===== config.mk =====
export PLATFORM = sky130hd
export DESIGN_NAME = turn_controller
export DESIGN_NICKNAME = d
export VERILOG_FILES = /design/src/rtl/turn_controller_pkg.sv /design/src/rtl/turn_controller_input_debouncer.sv /design/src/rtl/turn_controller.sv
export SDC_FILE = /design/constraint.sdc
export NUM_CORES = 1
export LEC_CHECK = 0
export CAP_MARGIN = 10
export CORE_MARGIN = 1
export CORE_UTILIZATION = 42
export DETAILED_ROUTE_END_ITERATION = 6
export PLACE_DENSITY = 0.83
export RECOVER_POWER = 100
export REMOVE_ABC_BUFFERS = 1
export SYNTH_ARGS = -nofsm -noshare
export SYNTH_HDL_FRONTEND = slang
export SYNTH_SLANG_ARGS = --single-unit
export TNS_END_PERCENT = 30

===== constraint.sdc =====
create_clock -name i_clk -period 1.36 [get_ports i_clk]
set_input_delay 0.272 -clock i_clk [delete_from_list [all_inputs] [get_ports i_clk]]
set_output_delay 0.272 -clock i_clk [all_outputs]
set_load 0.01 [all_outputs]

===== src/rtl/turn_controller_pkg.sv =====
// Shared game-command encoding and the default per-round hit limit, imported by the turn
// controller and its helpers.
package turn_controller_pkg;

    typedef enum logic [1:0] {
        COMMAND_NONE  = 2'd0,
        COMMAND_HIT   = 2'd1,
        COMMAND_STAND = 2'd2
    } gameCommand;

    // The five-card limit leaves room for three hits after the initial two cards.
    localparam int unsigned DEFAULT_MAX_HITS = 3;

endpackage


===== src/rtl/turn_controller_input_debouncer.sv =====
// Register stage for one sampled input group. With TURN_CTRL_DEBOUNCE_EN defined, the output
// follows the input only after the input has been stable for CYCLES consecutive cycles.
module turn_controller_input_debouncer #(
    parameter int unsigned      WIDTH     = 1,
    parameter int unsigned      CYCLES    = 8,
    parameter logic [WIDTH-1:0] RESET_VAL = '0
) (
    input  logic             i_clk,
    input  logic             i_rst_n,
    input  logic [WIDTH-1:0] i_d,
    output logic [WIDTH-1:0] o_q
);

    logic [WIDTH-1:0] r_q;

`ifdef TURN_CTRL_DEBOUNCE_EN
    localparam int unsigned     CNT_W   = (CYCLES > 1) ? $clog2(CYCLES) : 1;
    localparam logic [CNT_W-1:0] CNT_MAX = CNT_W'(CYCLES - 1);

    logic [WIDTH-1:0] r_last;
    logic [CNT_W-1:0] r_cnt;

    // The counter saturates; while it sits at CNT_MAX the output tracks the stable value.
    always_ff @(posedge i_clk or negedge i_rst_n) begin
        if (!i_rst_n) begin
            r_last <= RESET_VAL;
            r_cnt  <= '0;
            r_q    <= RESET_VAL;
        end else if (i_d != r_last) begin
            r_last <= i_d;
            r_cnt  <= '0;
        end else if (r_cnt == CNT_MAX) begin
            r_q <= r_last;
        end else begin
            r_cnt <= r_cnt + CNT_W'(1);
        end
    end
`else
    always_ff @(posedge i_clk or negedge i_rst_n) begin
        if (!i_rst_n) begin
            r_q <= RESET_VAL;
        end else begin
            r_q <= i_d;
        end
    end
`endif

    assign o_q = r_q;

endmodule


===== src/rtl/turn_controller.sv =====
// Round sequencer: deal request, player HIT/STAND entry with press/release qualification,
// command handoff to the datapath, then dealer phase. Input debounce: TURN_CTRL_DEBOUNCE_EN.
module turn_controller
    import turn_controller_pkg::*;
#(
    parameter int unsigned MAX_HITS        = DEFAULT_MAX_HITS,
    parameter int unsigned DEBOUNCE_CYCLES = 50000,
    localparam int unsigned HIT_W          = $clog2(MAX_HITS + 1)
) (
    input  logic             i_clk,
    input  logic             i_rst_n,
    input  logic             i_ready,
    input  gameCommand       i_command,
    input  logic             i_dealButtonPushed,
    input  logic             i_handOver,
    input  logic             i_dealerDone,
    input  logic             i_cmdAck,
    output logic             o_turnIndicator,
    output logic             o_cmdValid,
    output gameCommand       o_cmd,
    output logic             o_dealRequest,
    output logic             o_dealerTurn,
    output logic [HIT_W-1:0] o_hitCount
);

    typedef enum logic [2:0] {
        StIdle,
        StPlayerWait,
        StPlayerRelease,
        StIssue,
        StDealer
    } turn_state_e;

    turn_state_e      r_state, w_state_next;
    gameCommand       r_cmd_lat, w_cmd_lat_next;
    logic [HIT_W-1:0] r_hit_cnt, w_hit_cnt_next;
    logic [HIT_W-1:0] w_hit_inc;

    logic       w_ready;
    logic       w_deal;
    logic [1:0] w_cmd_bits;
    gameCommand w_cmd;
    logic       r_deal_prev;
    logic       r_smp_valid;
    logic       w_deal_rise;

    turn_controller_input_debouncer #(
        .WIDTH     (1),
        .CYCLES    (DEBOUNCE_CYCLES),
        .RESET_VAL (1'b0)
    ) u_db_ready (
        .i_clk   (i_clk),
        .i_rst_n (i_rst_n),
        .i_d     (i_ready),
        .o_q     (w_ready)
    );

    turn_controller_input_debouncer #(
        .WIDTH     (2),
        .CYCLES    (DEBOUNCE_CYCLES),
        .RESET_VAL (COMMAND_NONE)
    ) u_db_command (
        .i_clk   (i_clk),
        .i_rst_n (i_rst_n),
        .i_d     (i_command),
        .o_q     (w_cmd_bits)
    );

    turn_controller_input_debouncer #(
        .WIDTH     (1),
        .CYCLES    (DEBOUNCE_CYCLES),
        .RESET_VAL (1'b0)
    ) u_db_deal (
        .i_clk   (i_clk),
        .i_rst_n (i_rst_n),
        .i_d     (i_dealButtonPushed),
        .o_q     (w_deal)
    );

    assign w_cmd = gameCommand'(w_cmd_bits);

    // The sampled deal level is meaningless until one clock after reset, so the previous value
    // is held high until then; a button already down on leaving reset never forms an edge.
    always_ff @(posedge i_clk or negedge i_rst_n) begin
        if (!i_rst_n) begin
            r_smp_valid <= 1'b0;
            r_deal_prev <= 1'b1;
        end else begin
            r_smp_valid <= 1'b1;
            r_deal_prev <= r_smp_valid ? w_deal : 1'b1;
        end
    end

    assign w_deal_rise = w_deal & ~r_deal_prev;
    assign w_hit_inc   = r_hit_cnt + HIT_W'(1);

    always_ff @(posedge i_clk or negedge i_rst_n) begin
        if (!i_rst_n) begin
            r_state   <= StIdle;
            r_cmd_lat <= COMMAND_NONE;
            r_hit_cnt <= '0;
        end else begin
            r_state   <= w_state_next;
            r_cmd_lat <= w_cmd_lat_next;
            r_hit_cnt <= w_hit_cnt_next;
        end
    end

    always_comb begin
        w_state_next   = r_state;
        w_cmd_lat_next = r_cmd_lat;
        w_hit_cnt_next = r_hit_cnt;
        o_dealRequest  = 1'b0;
        case (r_state)
            StIdle: begin
                if (w_deal_rise) begin
                    o_dealRequest  = 1'b1;
                    w_hit_cnt_next = '0;
                    w_state_next   = StPlayerWait;
                end
            end
            StPlayerWait: begin
                if (i_handOver) begin
                    w_state_next = StDealer;
                end else if (w_ready && (w_cmd != COMMAND_NONE)) begin
                    w_cmd_lat_next = w_cmd;
                    w_state_next   = StPlayerRelease;
                end
            end
            StPlayerRelease: begin
                if (i_handOver) begin
                    w_cmd_lat_next = COMMAND_NONE;
                    w_state_next   = StDealer;
                end else if (w_cmd == COMMAND_NONE) begin
                    w_state_next = StIssue;
                end
            end
            StIssue: begin
                if (i_cmdAck) begin
                    w_cmd_lat_next = COMMAND_NONE;
                    if (r_cmd_lat == COMMAND_HIT) begin
                        w_hit_cnt_next = w_hit_inc;
                        w_state_next   = (w_hit_inc == HIT_W'(MAX_HITS)) ? StDealer
                                                                          : StPlayerWait;
                    end else begin
                        w_state_next = StDealer;
                    end
                end
            end
            StDealer: begin
                if (i_dealerDone) begin
                    w_state_next = StIdle;
                end
            end
            default: w_state_next = StIdle;
        endcase
    end

    assign o_turnIndicator = (r_state == StPlayerWait) || (r_state == StPlayerRelease);
    assign o_cmdValid      = (r_state == StIssue);
    assign o_cmd           = (r_state == StIssue) ? r_cmd_lat : COMMAND_NONE;
    assign o_dealerTurn    = (r_state == StDealer);
    assign o_hitCount      = r_hit_cnt;

endmodule


# ---- After elaboration in Yosys (flattened, before gate mapping)
# Index checks and enable logic that the tools add are counted.
dict set report classes {
  addsub 1
  eq_ne 15
  muxes 23
  bitwise 2
  n_reduce_logical 10
}
# operator n
set ops {}
lappend ops {{$mux W3} 9}
lappend ops {{$mux W2} 8}
lappend ops {{$pmux W3 S5} 1}
lappend ops {{$ne A2 B2 Y1 const B} 6}
lappend ops {{$reduce_and A5 Y1} 2}
lappend ops {{$eq A3 B2 Y1 const B} 2}
lappend ops {{$ne A3 B3 Y1 const B} 2}
lappend ops {{$pmux W2 S3} 1}
lappend ops {{$pmux W2 S2} 1}
lappend ops {{$reduce_and A4 Y1} 1}
lappend ops {{$reduce_bool A2 Y1} 2}
lappend ops {{$eq A3 B1 Y1 const B} 1}
lappend ops {{$eq A3 B3 Y1 const B} 1}
lappend ops {{$logic_not A3 Y1} 1}
lappend ops {{$mux W1} 3}
lappend ops {{$reduce_bool A3 Y1} 1}
lappend ops {{$add A2 B1 Y2 const B} 1}
lappend ops {{$eq A2 B1 Y1 const B} 1}
lappend ops {{$eq A2 B2 Y1 const B} 1}
lappend ops {{$logic_not A2 Y1} 1}
lappend ops {{$ne A2 B1 Y1 const B} 1}
lappend ops {{$and A1 B1 Y1} 1}
lappend ops {{$logic_and A1 B1 Y1} 1}
lappend ops {{$logic_or A1 B1 Y1} 1}
lappend ops {{$not A1 Y1} 1}
dict set report totals {
  register_bits 13
  in_bits 9
}

# ---- Depth between registers and ports, before layout
# Gate-level depths: netlist of run 1.
dict set report depth {
  word_depth 6
  ltp_mapped 5
  mapped_depth_nobuf 5
}

# ---- Cells and area by module
# Synthesis of run 1 repeated with hierarchy kept, for this count alone.
dict set report hier_totals {
  hier_cells 66
  hier_area_um2 691.9
}
# module n_inst cells_each area_per_inst_um2 seq_area_each_um2
set modules_own_cells {}
lappend modules_own_cells {turn_controller 1 62 591.8 226.5}
lappend modules_own_cells {{turn_controller_input_debouncer (u_db_command)} 1 2 50.0 50.0}
lappend modules_own_cells {{turn_controller_input_debouncer (u_db_deal ...)} 2 1 25.0 25.0}

# ---- Worst setup path before layout of run 1
# OpenSTA, ideal clock, no wires.
dict set report synth_timing {
  path_kind {register to register}
  startpoint {register r_state[1]}
  endpoint {register r_cmd_lat[0]}
  setup_time_ps 79
  arrival_ps 1400
  required_time_ps 1281
  slack_ps -119
  path_stages_with_launch 5
  cell_sequence {dfrtp_1 buf_6 or3_4 a311oi_4 mux2i_1}
}
dict set report synth_between {
  elab_chain_len 3
  elab_cells_between_ends 10
  cone_classes {eq/ne: 7; mux: 1; reduce/logical: 2}
}
# element line
set synth_lines {}
lappend synth_lines {{start: declaration} turn_controller.sv:34} ;# turn_state_e r_state, w_state_next;
lappend synth_lines {{start signal: assignment} turn_controller.sv:99} ;# r_state <= StIdle;
lappend synth_lines {{start signal: assignment} turn_controller.sv:103} ;# r_state <= w_state_next;
lappend synth_lines {{$eq A3 B1 Y1 or $eq A3 B2 Y1 (tied branches)} turn_controller.sv:114} ;# case (r_state)
lappend synth_lines {{$ne A2 B2 Y1 (no source line) or $reduce_bool A3 Y1 (tied branches)} -}
lappend synth_lines {{$reduce_and A5 Y1 (no source line)} -}
lappend synth_lines {{end signal: assignment} turn_controller.sv:104} ;# r_cmd_lat <= w_cmd_lat_next;
lappend synth_lines {{end: declaration} turn_controller.sv:35} ;# gameCommand r_cmd_lat, w_cmd_lat_next;
# Several ways; a longest one is shown, not always the timed one.
# A chain may end at the register's enable or synchronous reset.

# ---- Worst setup path after layout of run 1
dict set report layout_timing {
  startpoint {register r_state[1]}
  endpoint {register r_state[0]}
}
dict set report layout_between {
  elab_chain_len 3
  elab_cells_between_ends 12
  cone_classes {eq/ne: 9; mux: 1; reduce/logical: 2}
}
# element line
set layout_lines {}
lappend layout_lines {{$eq A3 B2 Y1, or another cell as far along} turn_controller.sv:114}
lappend layout_lines {{$ne A3 B3 Y1 (no source line) or $ne A2 B2 Y1 (tied branches)} -}
lappend layout_lines {{$reduce_and A5 Y1 (no source line)} -}
# Several ways; a longest one is shown, not always the timed one.

==> out/results.md, run 1 <==
| Parameter | Reported | Unit |
|:---|:---|:---|
| Violations in the final reports | setup timing | - |
| Worst-case clock skew | 0.00368 | ns |
| Overall die width | 43.3 | um |
| Internal power | 1.26 | mW |
| Setup Viol. Count Final | 13 | - |
| Final worst-path cycle share | 123 | % |
| Cell area after synthesis | 717 | um2 |
| Fmax achieved | 597 | MHz |
| Pleak | 0.587 | nW |
| Hold WC Path Type | in2async | - |
| Seq cells post-synth | 13 | - |
| Post-detailed-route DRC marker count | 0 | - |
| Design Area, Final | 1170 | um2 |
| Power after layout | 2.00 | mW |
| Crit path largest cell delay | 0.43 | ns |
| Post-detailed-route via-to-cell ratio | 5.35 | - |
| Initial detailed-routing violation count | 17 | - |
| Share of power burned in combinational logic | 60.2 | % |
| Vias in the first global route | 789 | - |
| Distinct cells, synth | 34 | - |
| Worst reg-to-reg setup slack | -0.31 | ns |
| Area of the placeable core | 1540 | um2 |
| Cts bufs inserted | 3 | - |
| H-Tree Depth | 1 | - |
| Worst supply voltage drop on vdd | 0.00113 | V |
| HPWL after detailed placement | 1410 | um |
| Switching pwr | 0.744 | mW |
| Sequential fraction of the synthesis area | 45.5 | % |
| Total count of max-transition violations in the final report | 0 | - |
| Pre-CTS WS | -0.552 | ns |
| Clock tree from TritonCTS | done | - |
| Switching share of power | 37.2 | % |
| Clock Power Share | 12.8 | % |
| Number of sinks handled by clock tree synthesis | 13 | - |
| Count of flip-flops with a built-in enable after synthesis | 0 | - |
| Primary flip-flop cell chosen by synthesis mapping | sky130_fd_sc_hd__dfrtp_1 | - |
| Clock-pin slew on the worst setup and hold paths | 0.09 | ns |
| Worst Slack Setup Final | -0.314 | ns |
| Final routed wirelength across all metal layers | 1950 | um |
| DIE AREA | 1880 | um2 |
| Number of antenna cells inserted | 0 | - |
| Arrival time reported for the critical path endpoint | 1.87 | ns |
| Remaining number of nets flagged by the antenna check after routing | 0 | - |
| Critical path fanouts, max | 5 | - |
| Number of filler instances in the final layout | 100 | - |
| DR vias | 711 | - |
| Synthesized area per cell | 10.2 | um2 |
| Post-layout minimum cycle time | 1.67 | ns |
| Setup repair after global routing missed its margin | yes | - |
| Total power density per cell area | 1710 | nW/um2 |
| Final-layout setup total negative slack | -2.60 | ns |
| Cell at the root of the clock tree | sky130_fd_sc_hd__clkbuf_4 | - |
| CP most frequent cell | sky130_fd_sc_hd__buf_4 | - |
| Data required, critical path | 1.55 | ns |
| Initial Utilization | 46.5 | % |
| Sequential Power Share | 27.0 | % |
| Sort of element at the end of the critical path | register | - |
| Setup CP Type | reg2reg | - |
| Quantity of I/O buffers inserted on ports | 16 | - |
| Insertion delay of the later-clocked pin in the worst-skew pair | 0.28 | ns |
| Cell Chain, Critical Path | buf_4, buf_4, nand3b_4, buf_4, o2bb2ai_1, or3_4, o31ai_2 | - |
| Non-filler cells, final | 133 | - |
| Number of cells produced by synthesis | 70 | - |
| Floorplan die height | 43.3 | um |
| Detailed-route wire length per cell | 14.6 | um |
| Maximum clock path buffer count | 2 | - |
| Slowest library cell on the worst path | sky130_fd_sc_hd__dfrtp_2 | - |
| Post-layout net count | 128 | - |
| Global route total overflow | 0 | - |
| Placed cell areas | 1040 | um2 |
| Ys async rst share | 100 | % |
| Number of primary I/O pins | 17 | - |
| Fraction of layout cells with a size suffix above 1 | 49.6 | % |
| Final estimated routing congestion in global placement | 0.819 | - |
| Area growth, synth to finish | 62.7 | % |
| Number of placed instances with taps included | 121 | - |
| Startpoint types | register | - |
| First drt pass iteration count | 4 | - |
| Run status | finished with violations | - |
| Site row count | 14 | - |
| Cts-stage hold buffer count | 0 | - |
| Number of hold-slack violations in the final timing report | 0 | - |
| First-pass GRT wire length | 3240 | um |
| Maximum number of pins on one net before global-route repair | 10 | - |
| Count of warnings emitted by yosys | 0 | - |
| Count of max-cap constraint violations | 0 | - |
| Total Routing Usage GR | 24.2 | % |
| Number of antenna violations at the first check in global routing | 0 | - |
## stage by stage
stage                     util (%)  hold slack (ns)
final                         75.6            0.279
after global routing          75.6            0.294
after CTS                     73.0            0.218
after detailed placement      67.4            0.370
after global placement        67.4            0.359
after floorplan                  -          -0.0236
## final cells by class
type / count / area (um2) / area share, %
Tap cell: 16 / 20.0 / 1.72
Inverter: 7 / 26.3 / 2.25
Clock buffer: 4 / 26.3 / 2.25
Multi-Input combinational cell: 47 / 404 / 34.7
Timing Repair Buffer: 46 / 360 / 30.9
Sequential cell: 13 / 329 / 28.2
## flip-flops by register name (all words and copies together) (netlist names)
register,flops
o_hitCount,2
u_db_command.o_q,2
r_cmd_lat,2
r_smp_valid,1
r_deal_prev,1
u_db_ready.o_q,1
r_state,3
u_db_deal.o_q,1
## per-layer routing
metal | share of wire (%) | track usage (%) | vias up
li1 | - | - | 338
met1 | 40 | 26.4 | 339
met2 | 52 | 41.2 | 25
met3 | 3.9 | 4.68 | 9
met4 | 4.1 | 17.6 | 0
met5 | 0 | 0 | -
## kinds of logic after synthesis
kind of cell	share of synthesized area, %
DFF	45.6
muxes	5.93
xor gates and xnor gates	1.22
and+or+nand+nor	22.3
other	0.523
AOI/OAI and AO/OA	15.7
buffers and inverters	6.98
adders and majority gates	1.74
## synth_stat cells (2+ instances only)
cell type | n | share of area, %
sky130_fd_sc_hd__dfrtp_1 | 12 | 42
sky130_fd_sc_hd__mux2_2 | 2 | 3.1
sky130_fd_sc_hd__mux2i_1 | 2 | 2.8
sky130_fd_sc_hd__a21o_2 | 2 | 2.4
sky130_fd_sc_hd__nor2_1 | 9 | 4.7
sky130_fd_sc_hd__inv_1 | 7 | 3.7
sky130_fd_sc_hd__nand2b_1 | 2 | 1.7
sky130_fd_sc_hd__nand2_1 | 4 | 2.1
sky130_fd_sc_hd__or2b_1 | 2 | 2.1
sky130_fd_sc_hd__a21oi_1 | 3 | 2.1
sky130_fd_sc_hd__or3_1 | 2 | 1.7
## critical path: cells and delay by family, from the launching register on
| kind | cells | cell delay [ns] |
|---|---|---|
| compound gates | 2 | 0.29 |
| buf+inv | 3 | 0.42 |
| flops | 1 | 0.43 |
| simple gates | 2 | 0.45 |
## what timing repair did
item                       in CTS  in global routing
setup buffers                   8                  0
setup endpoints to repair      15                 13
resized for setup              37                  8
pin swaps                       6                  3
## final timing paths
check / cells past startpoint / start / to
hold / removal: 1 / i_rst_n / r_state[2]
max in group asynchronous: 2 / i_rst_n / u_db_command.o_q[0]
hold reg to reg: 1 / r_smp_valid / r_deal_prev
setup / recovery: 7 / r_state[1] / r_state[0]
min in group i_clk: 1 / r_smp_valid / r_deal_prev
setup reg to reg: 7 / r_state[1] / r_state[0]
## power by group through the flow
stage | clock [mW] | sequential (mW) | combinational [mW]
after floorplan | 0 | 0.590 | 0.417
after global routing | 0.271 | 0.554 | 1.28
final | 0.255 | 0.541 | 1.20
after global placement | 0 | 0.565 | 0.872
after detailed placement | 0 | 0.572 | 0.918
after CTS | 0.254 | 0.540 | 1.10
## cells in the final DEF, fill, tap and decap left out, drive strengths merged
master / instances
nand2: 4
xnor2: 1
o2bb2ai: 1
clkbuf: 5
nand2b: 2
o31ai: 1
o22ai: 1
mux2: 2
dlygate4sd2: 2
buf: 35
dlygate4sd3: 5
inv: 7
conb: 1
nor4: 1
a2bb2oi: 1
nor4b: 1
a21o: 2
or2b: 2
dfstp: 1
clkdlybuf4s50: 3
a311oi: 1
nor2: 9
mux2i: 2
nor3: 1
o41ai: 1
or3: 3
nand3: 1
a2111oi: 1
a21oi: 3
dfrtp: 12
o21ai: 1
nor3b: 1
nand3b: 2
ha: 1
(Power assumes the default switching activity.)
==> run 2, diff against run 1 <==
--- a/config.mk
+++ b/config.mk
@@ -6,8 +6,10 @@
 export NUM_CORES = 1
 export LEC_CHECK = 0
 export CAP_MARGIN = 10
+export CELL_PAD_IN_SITES_DETAIL_PLACEMENT = 2
+export CELL_PAD_IN_SITES_GLOBAL_PLACEMENT = 2
 export CORE_MARGIN = 1
-export CORE_UTILIZATION = 42
+export CORE_UTILIZATION = 26
 export DETAILED_ROUTE_END_ITERATION = 6
 export PLACE_DENSITY = 0.83
 export RECOVER_POWER = 100
==> out/results.md, run 2 (same netlist as run 1, synthesis figures left out) <==
| Parameter | Reported | Unit | Delta |
|:---|:---|:---|:---|
| Arrival time reported for the critical path endpoint | 1.85 | ns | -0.02 ns |
| HPWL after detailed placement | 1770 | um | +26% |
| Post-detailed-route via-to-cell ratio | 4.89 | - | -8.6% |
| Cts-stage hold buffer count | 0 | - | unchanged |
| Register cell area after layout | 330 | um2 | +0.38% |
| Critical path fanouts, max | 3 | - | -2 |
| Most common library cell in the layout ignoring fill and taps | sky130_fd_sc_hd__buf_4 | - |  |
| DR vias | 743 | - | +4.5% |
| Maximum number of pins on one net before global-route repair | 14 | - | +4 |
| Hold WC Path Type | reg2reg | - |  |
| Violations in the final reports | setup timing | - |  |
| Clock Power Share | 10.4 | % | -2.4 points |
| Data required, critical path | 1.51 | ns | -0.04 ns |
| Clock-pin slew on the worst setup and hold paths | 0.09 | ns | about the same |
| Detailed-route wire length per cell | 21.5 | um | +47% |
| Setup repair after global routing missed its margin | yes | - |  |
| Total Routing Usage GR | 21.7 | % | -2.5 points |
| Hold Crit Depth | 1 | - |  |
| Register bank with the most flops | r_state | - |  |
| Number of sinks handled by clock tree synthesis | 13 | - | unchanged |
| Cts bufs inserted | 3 | - | unchanged |
| Sequential Power Share | 22.4 | % | -4.6 points |
| First drt pass iteration count | 3 | - | -1 |
| Critical path startpoint | r_state[0] | - |  |
| Switching pwr | 0.986 | mW | +32% |
| CP most frequent cell | sky130_fd_sc_hd__buf_6 | - |  |
| Sort of element at the end of the critical path | register | - |  |
| Remaining number of nets flagged by the antenna check after routing | 0 | - | unchanged |
| Number of antenna cells inserted | 0 | - | unchanged |
| Final routed wirelength across all metal layers | 3260 | um | +68% |
| Depth of the worst register-to-register path | 6 | - | -1 |
| DIE AREA | 2970 | um2 | +58% |
| Area of the placeable core | 2540 | um2 | +65% |
| Worst-case clock skew | 0.00230 | ns | -0.00138 ns |
| Leading cell types in the layout, fill and taps excluded | 24 x sky130_fd_sc_hd__buf_4, 11 x sky130_fd_sc_hd__buf_6, 9 x sky130_fd_sc_hd__dfrtp_1 | - |  |
| First-pass GRT wire length | 4290 | um | +33% |
| Initial Utilization | 28.2 | % | -18 points |
| Total count of max-transition violations in the final report | 0 | - | unchanged |
| Floorplan die height | 54.5 | um | +26% |
| Setup CP Type | reg2reg | - |  |
| Total power density per cell area | 1830 | nW/um2 | +6.8% |
| Max FFs per register | 3 | - | unchanged |
| Multi-input gate area | 498 | um2 | +23% |
| Insertion delay of the later-clocked pin in the worst-skew pair | 0.28 | ns | about the same |
| Worst supply voltage drop on vdd | 0.00100 | V | -11% |
| Count of max-cap constraint violations | 0 | - | unchanged |
| Site row count | 18 | - | +4 |
| Number of primary I/O pins | 17 | - | unchanged |
| Number of hold-slack violations in the final timing report | 0 | - | unchanged |
| Initial detailed-routing violation count | 4 | - | -13 |
| Number of filler instances in the final layout | 268 | - | +170% |
| Number of placed instances with taps included | 137 | - | +13% |
| Final worst-path cycle share | 125 | % | +1.8 points |
| Non-filler cells, final | 152 | - | +14% |
| Maximum clock path buffer count | 2 | - | unchanged |
| Slowest library cell on the worst path | sky130_fd_sc_hd__o41ai_2 | - |  |
| Global route total overflow | 0 | - | unchanged |
| Slew at the pin closest to its max-slew limit | 0.758 | ns |  |
| Switching share of power | 39.8 | % | +2.6 points |
| Fraction of layout cells with a size suffix above 1 | 59.0 | % | +9.4 points |
| Clock tree from TritonCTS | done | - |  |
| Cell at the root of the clock tree | sky130_fd_sc_hd__clkbuf_4 | - |  |
| Cell Chain, Critical Path | buf_6, buf_6, nor4b_2, o2bb2ai_2, o41ai_2, o31ai_4 | - |  |
| Worst Slack Setup Final | -0.338 | ns | -0.0244 ns |
| Post-layout net count | 133 | - | +3.9% |
| Overall die width | 54.5 | um | +26% |
| Relative max-transition margin | 49.5 | % |  |
| Pleak | 0.653 | nW | +11% |
| Area growth, synth to finish | 88.5 | % |  |
| Setup Viol. Count Final | 13 | - | unchanged |
| Reg2reg start | r_state[0] | - |  |
| Run status | finished with violations | - |  |
| Hold Startpoint | r_smp_valid | - |  |
| Final estimated routing congestion in global placement | 0.788 | - | -3.8% |
| Crit path largest cell delay | 0.47 | ns | +0.04 ns |
| Vias in the first global route | 825 | - | +4.6% |
| Startpoint types | register | - |  |
| Quantity of I/O buffers inserted on ports | 16 | - | unchanged |
| Post-layout minimum cycle time | 1.70 | ns | +0.0244 ns |
| Internal power | 1.49 | mW | +19% |
| Post-detailed-route DRC marker count | 0 | - | unchanged |
| H-Tree Depth | 1 | - | unchanged |
| Number of antenna violations at the first check in global routing | 0 | - | unchanged |
| Share of power burned in combinational logic | 67.2 | % | +7.0 points |
| Fmax achieved | 589 | MHz | -1.4% |
| Final core area utilization | 53.1 | % | -23 points |
run 2: changes by cell type in the layout (fill, tap and decap cells not counted), sizes merged:
| cell | change |
|---|---|
| clkdlybuf4s50 | -1 |
| dlymetal6s2s | +1 |
| buf | +5 |
run 2: worst max-delay path, delay by kind of cell (launching register included):
| family | cells | cell delay (ns) |
|---|---|---|
| AO/OA/AOI/OAI | 3 | 0.73 |
| flip-flops | 1 | 0.44 |
| buffers and inverters | 2 | 0.24 |
| AND/OR/NAND/NOR | 1 | 0.15 |
run 2: metal layers:
metal	wire [um]	track usage, %
met1	1370	24.9
met2	1750	39.8
met5	0	0
met4	87	7.69
met3	59	3.61
run 2: stage by stage:
| stage | hold WS [ns] | total power [mW] | setup slack, ns | setup TNS, ns | area, um2 |
|---|---|---|---|---|---|
| after detailed placement | 0.382 | 1.58 | -0.698 | -5.51 | 1070 |
| final | 0.395 | 2.47 | -0.338 | -3.29 | 1350 |
| after global routing | 0.410 | 2.60 | -0.379 | -3.89 | 1350 |
| after global placement | 0.362 | 1.51 | -0.579 | -4.65 | 1070 |
| after CTS | 0.298 | 2.16 | -0.317 | -2.93 | 1250 |
| after floorplan | -0.0236 | 1.01 | -0.324 | -1.04 | 693 |
run 2: power by group through the flow:
| stage | Clock, mW | Sequential, mW | Combinational [mW] |
|---|---|---|---|
| 2_1_floorplan | 0 | 0.590 | 0.417 |
| 3_3_place_gp | 0 | 0.561 | 0.951 |
| 3_5_place_dp | 0 | 0.571 | 1.01 |
| 4_1_cts | 0.254 | 0.569 | 1.34 |
| 5_1_grt | 0.285 | 0.565 | 1.75 |
| 6_report | 0.256 | 0.555 | 1.66 |
run 2: timing repair:
action	CTS	global route
cloned	0	0
gates resized for setup	55	15
pin swaps	13	7
setup buffers	8	4
hold endpoints to repair	0	0
endpoints found under the setup margin	15	13
run 2: worst paths after layout:
kind                                 end  slack [ns]
min reg2reg                  r_deal_prev        0.39
min in group asynchronous  o_hitCount[1]        0.57
min                          r_deal_prev        0.39
max reg2reg                   r_state[0]       -0.34
max                           r_state[0]       -0.34
max in group asynchronous     r_state[1]        0.27
run 2: final cells by class:
type	instances	share of cell area [%]
Inverter	7	1.94
Timing Repair Buffer	51	32.0
Sequential cell	13	24.4
Multi-Input combinational cell	47	36.9
Clock buffer	4	1.94
Tap cell	30	2.78
==> patch: new RTL, flow settings as in run 1 <==
Put one more register stage on the output `o_hitCount`. The value now appears one clock later. The other outputs are not delayed to match.
--- a/src/rtl/turn_controller.sv
+++ b/src/rtl/turn_controller.sv
@@ -162,3 +162,5 @@
     assign o_dealerTurn    = (r_state == StDealer);
-    assign o_hitCount      = r_hit_cnt;
+    always_ff @(posedge i_clk) begin
+        o_hitCount <= r_hit_cnt;
+    end
 
Check against the original RTL: not equivalent (a bounded check fails within 10 cycles, from zero or initial values and one cycle with i_rst_n low).
==> patch against run 1 <==
  * The flow still finishes with violations (setup timing)
  * Register-to-register slack got worse by 120 ps
  * Worst setup slack lost 130 ps
  * Sequential cell count is 2 higher
  * Area after synthesis rose by 3.8%
  * Total power is 8.7% higher
  * Die area grew 3.7%
  * Sequential share of layout area increased by 0.60 points
  * Routed wire length rose by 11%
  * Design area grew 9.4%
  * Critical path type is now reg -> out
==> patch: results (changes against run 1) <==
outcome: "finished, violations left"
r2r_cells: 5  # -2
clkTransAtPathRegs_ps: 90  # about the same
yosys-top-cells-area: "dfrtp_1, mux2_2, dfxtp_1, dfstp_2, nor2b_1"
vias: 696  # -2.1%
p_leak_nw: 0.5953  # +1.4%
grt_antenna_before_repair: 0  # unchanged
largest_register: "r_state"
fillCellCount: 85  # -15%
min_path_type: "reg -> reg"
grtUsageTotal_pct: 20.89  # -3.3 points
syn_area_per_cell_sq_um: 10.95  # +6.9%
clkLatencyLatePin_ps: 270
violations: "setup timing"
placed_cells: 108  # -11%
synthTopCellsByCount: "dfrtp_1, nor2_1, mux2_2, nor2b_1"
grt_max_degree: 16  # +6
worstPathMaxFanout: 2  # -3
synth.distinct_cells: 36  # +5.9%
setup_viol: 12  # -1
ys.flop_type: "dfrtp_1"
finalNetCount: 123  # -3.9%
cts_root_buf: "clkbuf_4"
finClkSkew_ps: 3.162  # -0.5145 ps
fin_ws_ps: -448.3  # -134.5 ps
placed_area_sq_um: 988.4  # -4.8%
place_ws_ps: -486.6  # +65.43 ps
drt_iter0_drc: 11  # -6
netSwitchingPower_mw: 0.7670  # +3.1%
synthArstFlopShare_pct: 86.67  # -13 points
seq_area_frac_synth_pct: 49.24  # +3.7 points
postRouteWirelength_um: 2166  # +11%
grt_pass1_vias: 667  # -15%
drive_gt1_share_pct: 55.36  # +5.8 points
grt_pass1_wl_um: 2904  # -10%
hold_depth: 1
detailed_place_hpwl_um: 1027  # -27%
arrival_ps: 1540  # -330 ps
vdd_ir_drop_max_mv: 1.119  # -0.56%
vias_per_cell: 5.438  # +1.7%
gp_congestion: 0.7525  # -8.1%
dr.pass1.iters: 6  # +2
-- patch: cell types whose count changed after synthesis, sizes merged, moves of 3 or more --
cell   change
inv        -5
nor2       -4
nor2b      +4
mux2       +3
nand2      -3
-- patch: path summary, 6_finish.rpt --
kind / from / end / slack [ps]
worst max-delay path: r_state[1] / o_dealRequest / -450
worst min-delay path: r_smp_valid / r_deal_prev / 380
worst max register to register: r_state[1] / r_state[2] / -430
worst min register to register: r_smp_valid / r_deal_prev / 380
max in group asynchronous: i_rst_n / r_state[2] / 350
min in group asynchronous: i_rst_n / r_hit_cnt[1] / 530
-- patch: routing by layer --
| layer | part of all wire [%] | GRT usage (%) | vias up |
|---|---|---|---|
| met5 | 0 | 0 | - |
| met4 | 0 | 10.30 | 0 |
| met3 | 3.9 | 4.082 | 0 |
| met2 | 53 | 33.82 | 27 |
| met1 | 43 | 26.72 | 337 |
| li1 | - | - | 332 |
-- patch: per-stage QoR --
step	hold slack, ps	utilization, %	TNS [ps]
finish	376.3	80.95	-3904
global placement	357.5	62.70	-4217
detailed placement	367.1	62.70	-4385
global route	400.7	80.95	-4623
floorplan	-23.59	-	-1598
CTS	284.8	69.44	-3395
-- patch: logic make-up (layout without fill, tap and decap cells) --
kind of cell             Yosys count  after routing  share of synthesized area, %
AND/OR/NAND/NOR                   27             27                         23.36
flip-flops                        15             15                         49.24
AO/OA/AOI/OAI                     12             12                         11.43
buffers and inverters              6             50                         4.537
multiplexers                       5              5                         8.066
adder cells (fa/ha/maj)            1              1                         1.680
other                              1              1                        0.5037
XOR/XNOR                           1              1                         1.177
-- patch: timing repair --
action / 4_1_cts / 5_1_grt
pin swaps: 7 / 8
setup endpoints to repair: 14 / 13
gates resized for setup: 36 / 28
setup buffers: 10 / 8
-- patch: power by group through the flow --
stage          sequential [mW]  clock [mW]  combinational (mW)
6_report                 0.612       0.249                1.31
5_1_grt                  0.621       0.277                1.38
3_3_place_gp             0.598           0               0.756
3_5_place_dp             0.605           0               0.762
2_1_floorplan            0.652           0               0.367
4_1_cts                  0.595       0.253               0.932
-- patch: layout make-up --
cell class                      count  share of cell area [%]
Inverter                            2                  0.5882
Multi-Input combinational cell     47                   37.06
Timing Repair Buffer               44                   29.90
Tap cell                           16                   1.569
Clock buffer                        4                   2.059
Sequential cell                    15                   28.82
-- patch: worst max-delay path, cell delays in order, from the launching register on --
cell     delay, ps
dfrtp_1        420
buf_6          130
or4b_4         490
nor2_2         100
buf_2          140
